[config.mk]
export PLATFORM = sky130hd
export DESIGN_NAME = bcd_timer_ctrl
export DESIGN_NICKNAME = d
export VERILOG_FILES = /design/src/rtl/bcd_timer_ctrl.sv
export SDC_FILE = /design/constraint.sdc
export NUM_CORES = 1
export LEC_CHECK = 0
export BUFFER_PORTS_ARGS = -buffer_cell sky130_fd_sc_hd__buf_2
export CORE_MARGIN = 3
export CORE_UTILIZATION = 50
export DETAILED_ROUTE_END_ITERATION = 12
export GPL_TIMING_DRIVEN = 0
export PLACE_DENSITY = 0.84
export SYNTH_ARGS = -nofsm -noshare
export SYNTH_HDL_FRONTEND = slang
export SYNTH_SLANG_ARGS = --single-unit
export TNS_END_PERCENT = 50
[constraint.sdc]
create_clock -name clk -period 2.5 [get_ports clk]
set_input_delay 0.125 -clock clk [delete_from_list [all_inputs] [get_ports clk]]
set_output_delay 0.125 -clock clk [all_outputs]
set_load 0.05 [all_outputs]
[src/rtl/bcd_timer_ctrl.sv]
// bcd_timer_ctrl: BCD up/down event timer with a four-state run controller.
// Counts tick pulses in BCD from a start value towards a terminal value.
// Down mode counts target -> 0 and up mode counts 0 -> target.
// Supports start/pause toggling, clear, and a target register that is
// loadable only while idle or done. Every output is registered.
module bcd_timer_ctrl #(
    parameter int                  DIGITS = 2,
    parameter logic [4*DIGITS-1:0] PRESET = 8'h30,
    parameter int                  LED_W  = 15
) (
    input  logic                  clk,
    input  logic                  rst_n,        // active-high asynchronous reset despite the name
    input  logic                  tick,
    input  logic                  start_pause,
    input  logic                  clear,
    input  logic                  up_mode,
    input  logic                  load,
    input  logic [4*DIGITS-1:0]   load_val,
    output logic [4*DIGITS-1:0]   count,
    output logic                  running,
    output logic                  done,
    output logic [LED_W-1:0]      endled
);

    localparam int W = 4 * DIGITS;

    typedef enum logic [1:0] {
        ST_IDLE  = 2'd0,
        ST_RUN   = 2'd1,
        ST_PAUSE = 2'd2,
        ST_DONE  = 2'd3
    } state_t;

    state_t             state_q, state_d;
    logic [W-1:0]       target_q, target_d;
    logic [W-1:0]       count_q, count_d;
    logic               dir_q, dir_d;          // 1 = counting up, latched when leaving IDLE
    logic               running_q;
    logic               done_q;
    logic [LED_W-1:0]   endled_q;

    // Per-digit BCD arithmetic on the current count, plus load saturation
    logic [DIGITS-1:0]  carry;                 // carry into each digit for +1
    logic [DIGITS-1:0]  borrow;                // borrow into each digit for -1
    logic [W-1:0]       count_inc;
    logic [W-1:0]       count_dec;
    logic [W-1:0]       load_sat;

    assign carry[0]  = 1'b1;
    assign borrow[0] = 1'b1;

    generate
        for (genvar gi = 0; gi < DIGITS; gi++) begin : g_digit
            logic [3:0] dig;
            logic [3:0] ld_dig;

            assign dig    = count_q[4*gi +: 4];
            assign ld_dig = load_val[4*gi +: 4];

            // Up: a 9 rolls to 0 and carries into the next digit
            assign count_inc[4*gi +: 4] = carry[gi]
                                        ? ((dig >= 4'd9) ? 4'd0 : dig + 4'd1)
                                        : dig;

            // Down: a 0 borrows to 9 and decrements the next digit
            assign count_dec[4*gi +: 4] = borrow[gi]
                                        ? ((dig == 4'd0) ? 4'd9 : dig - 4'd1)
                                        : dig;

            // Any non-decimal nibble written to the target is clamped to 9
            assign load_sat[4*gi +: 4] = (ld_dig > 4'd9) ? 4'd9 : ld_dig;

            if (gi < DIGITS - 1) begin : g_chain
                assign carry[gi+1]  = carry[gi]  & (dig >= 4'd9);
                assign borrow[gi+1] = borrow[gi] & (dig == 4'd0);
            end
        end
    endgenerate

    // Start value follows the live up_mode (used in IDLE and on clear);
    // the terminal while running or done follows the latched direction.
    logic [W-1:0] start_val;
    logic [W-1:0] run_term;
    logic [W-1:0] step_val;
    logic         target_zero;

    assign start_val   = up_mode ? '0 : target_q;
    assign run_term    = dir_q ? target_q : '0;
    assign step_val    = dir_q ? count_inc : count_dec;
    assign target_zero = (target_q == '0);

    // Next-state, next-count, target and direction selection
    always_comb begin
        state_d  = state_q;
        target_d = target_q;
        count_d  = count_q;
        dir_d    = dir_q;

        if (clear) begin
            // Clear overrides every other command; the target is untouched
            state_d = ST_IDLE;
            count_d = start_val;
        end else begin
            unique case (state_q)
                ST_IDLE: begin
                    count_d = start_val;
                    if (start_pause) begin
                        // A start outranks a same-cycle load so that the run
                        // begins from the value already on the display
                        dir_d   = up_mode;
                        state_d = target_zero ? ST_DONE : ST_RUN;
                    end else if (load) begin
                        target_d = load_sat;
                    end
                end

                ST_RUN: begin
                    if (tick) begin
                        count_d = step_val;
                    end
                    if (tick && (step_val == run_term)) begin
                        state_d = ST_DONE;
                    end else if (start_pause) begin
                        state_d = ST_PAUSE;
                    end
                end

                ST_PAUSE: begin
                    if (start_pause) begin
                        state_d = ST_RUN;
                    end
                end

                ST_DONE: begin
                    count_d = run_term;
                    if (load) begin
                        target_d = load_sat;
                        state_d  = ST_IDLE;
                    end else if (start_pause) begin
                        state_d = ST_IDLE;
                    end
                end

                default: begin
                    state_d = ST_IDLE;
                end
            endcase
        end
    end

    // State, datapath and registered status outputs
    always_ff @(posedge clk or posedge rst_n) begin
        if (rst_n) begin
            state_q   <= ST_IDLE;
            target_q  <= PRESET;
            count_q   <= PRESET;
            dir_q     <= 1'b0;
            running_q <= 1'b0;
            done_q    <= 1'b0;
            endled_q  <= '0;
        end else begin
            state_q   <= state_d;
            target_q  <= target_d;
            count_q   <= count_d;
            dir_q     <= dir_d;
            running_q <= (state_d == ST_RUN);
            done_q    <= (state_d == ST_DONE);
            endled_q  <= {LED_W{state_d == ST_DONE}};
        end
    end

    assign count   = count_q;
    assign running = running_q;
    assign done    = done_q;
    assign endled  = endled_q;

endmodule

==> impl_metrics.yaml <==
routing:
  antenna_left: 0
  drc_errors: 0
  drt_iter0_drc: 242
  routed_wl_mm: 5.33
  wl_per_cell_um: 15.6
  viasPerCell: 6.01
  drtPass1Iterations: 4
  num_vias: 2054
status:
  violations: "setup timing"
  outcome: "finished, violations left"
sta:
  hold_viol_final: 0
  slew_violations: 0
  hold-worst-slack_ns: 0.0209
  layout_min_cycle_time_ns: 2.70
  rsz0062_at_grt: "true"
  clock.fmax_ghz: 0.371
  slew_headroom_pct: 42.8
  fin_crit_sh_pct: 108
  setup_viol: 4
  worst_slack_ns: -0.197
  tns_ns: -0.569
  tightest_slew_ns: 0.857
  finClkSkew_ns: 0.00679
place:
  portBuffers: 39
  gp_congestion: 0.919
  hpwl_mm: 3.76
  placed_cells: 331
  pre_cts_ws_ns: -0.320
cells_and_area:
  finalNonFillerCells: 342
  final_common_cell: "buf_2"
  final_nets: 322
  area_growth_pct: 23.7
  fillCellCount: 309
  drive_above_1_share_pct: 32.1
  antenna_cells: 0
  mostFrequentLayoutCells: "39 x buf_2, 23 x buf_4, 21 x nor2_1, 21 x a21oi_1"
synthesis:
  ys_ff_latch: 21
  yosysWarnings: 0
  synth_adder_area_share_pct: 6.47
  async_flop_share_pct: 100
  syn_area_mm2: 0.00193
  synth_xor_area_share_pct: 0.906
  synthFlopType: "dfrtp_1"
  synth_top_family_by_area: "compound AO/OA/AOI/OAI gates"
  synth_cell_type_count: 54
  yosys.area_share.simple_pct: 19.7
  synth_compound_area_share_pct: 29.8
  muxShareOfSynthArea_pct: 3.36
  ys_seq_area_share_pct: 27.4
  synth_nets: 271
  syn_avg_cell_area_um2: 7.86
  syn_inst: 246
  synth_edf_count: 0
worst_setup_path:
  r2r_cells: 10
  critPathTopFamily: "compound AO/OA/AOI/OAI gates"
  cp.required_ns: 2.70
  path_depth: 10
  r2r_slack_ns: -0.20
  crit_slowest_cell: "dfrtp_4"
  endpoint_kind: "flop"
  crit_chain: "inv_4, ha_4, or3b_1, buf_6, a311o_1, o31a_1, mux2i_1, nand4_1, o31a_1, nor2b_1"
  worstReg2RegStart: "count[0]"
  cp_slowest_stage_delay_ns: 0.52
  reg2reg_to: "endled[0]"
  critPathMostFrequentCell: "o31a_1"
  critPathCapture: "endled[0]"
  path_max_fanout: 6
  crit_start: "count[0]"
  path_buf_inv: 2
  critPathArrivalTime_ns: 2.90
  crit_type: "reg2reg"
  start_kind: "flop"
hold_path:
  hp-class: "in2async"
clock_network:
  cts_sinks: 21
  ctsHtreeMaxLevel: 1
  clk_pin_slew_worst_paths_ns: 0.08
  cts_buffers: 3
  root_buffer: "clkbuf_8"
  cts_buffer_depth: 2
  clk_latency_ns: 0.27
  cts_tree: "yes"
floorplanning:
  die_y_um: 68.2
  num_io_pins: 40
  die_w_um: 68.2
  die_area_mm2: 0.00465
  core-area_mm2: 0.00352
  rows: 21
  start_util_pct: 54.9
power:
  p_total_mw: 3.34
  pwr_density_cell_mw_per_mm2: 1400
  peakVddDrop_mv: 0.560
  p_leak_nw: 1.08
global_route:
  grt_max_degree: 22
  grt_util_all_layers_pct: 24.0
  grt_pass1_wl_mm: 8.58
  gr-total-overflow: 0
  grt_pass1_vias: 1849
  antenna_found_initial: 0
run:
  cap_violations: 0
==> cell usage after synthesis, drive strengths merged (5+ instances only) <==
cell type,instances,area share (%)
a21oi,22,5.7
a31oi,7,2.3
buf,19,7.2
clkbuf,9,1.7
dfrtp,17,22
ha,10,6.5
inv,17,3.3
nand2,16,3.1
nand2b,5,1.6
nand3,6,1.6
nor2,22,4.3
nor3b,5,1.9
o21ai,18,4.7
==> cell type report <==
type | count | area (um^2) | area share, %
Clock buffer | 4 | 45.0 | 1.88
Tap cell | 46 | 57.6 | 2.41
Timing Repair Buffer | 47 | 255 | 10.7
Multi-Input combinational cell | 179 | 1260 | 52.6
Buffer | 27 | 169 | 7.06
Sequential cell | 21 | 536 | 22.4
Inverter | 18 | 72.6 | 3.03
==> through the flow <==
| step | instance area [um^2] | utilization (%) |
|---|---|---|
| after floorplan | 1960 | - |
| after detailed placement | 2210 | 62.8 |
| after global routing | 2390 | 67.9 |
| after CTS | 2300 | 65.4 |
| after global placement | 2210 | 62.8 |
| final | 2390 | 67.9 |
==> layer usage <==
layer / share of wire (%) / track usage [%] / vias up / wire length, um
met3: 6.1 / 2.46 / 13 / 323
met1: 43 / 33.7 / 958 / 2320
met5: 0 / 0 / - / 0
li1: - / - / 990 / -
met2: 48 / 38.3 / 93 / 2580
met4: 2.1 / 8.44 / 0 / 110
==> kinds of logic (layout without fill, tap and decap cells) <==
family / after synthesis / after routing
flip-flops: 21 / 21
AO/OA/AOI/OAI: 87 / 87
buffers and inverters: 46 / 96
XOR/XNOR: 2 / 2
multiplexers: 6 / 6
adder cells (fa/ha/maj): 10 / 10
AND/OR/NAND/NOR: 74 / 74
==> registers in the layout, indices dropped and copies added (netlist names) <==
register,count
state_q,2
running,1
target_q,8
dir_q,1
count,8
endled,1
==> where the power goes <==
part / switching, mW / internal, mW / total [mW]
registers: 0.221 / 0.513 / 0.734
clock network: 0.117 / 0.114 / 0.231
logic: 1.47 / 0.908 / 2.38
total: 1.80 / 1.54 / 3.34
==> worst reg2reg max path, delay by kind of cell, from the launching register on <==
kind            cells  cell delay (ns)
simple gates        3             0.66
mux                 1             0.17
compound gates      3             0.94
flops               1             0.52
buf+inv             2             0.22
fa+ha+maj           1             0.12
==> worst min path at each step <==
| stage | from | end | slack [ns] | cells after the start |
|---|---|---|---|---|
| 2_1_floorplan | rst_n | count[0] | 0.1 | 1 |
| 3_3_place_gp | rst_n | state_q[0] | 0.32 | 2 |
| 3_5_place_dp | rst_n | state_q[0] | 0.32 | 2 |
| 4_1_cts | rst_n | target_q[6] | 0.03 | 2 |
| 5_1_grt | rst_n | target_q[7] | 0.07 | 2 |
| 6_report | rst_n | target_q[6] | 0.02 | 2 |
==> timing repair <==
item / 4_1_cts / 5_1_grt
pin swaps: 5 / 7
endpoints found under the setup margin: 5 / 11
setup buffers: 4 / 4
hold buffers: 0 / 0
gates resized for setup: 5 / 18
Power figures use the tool's default switching activity.
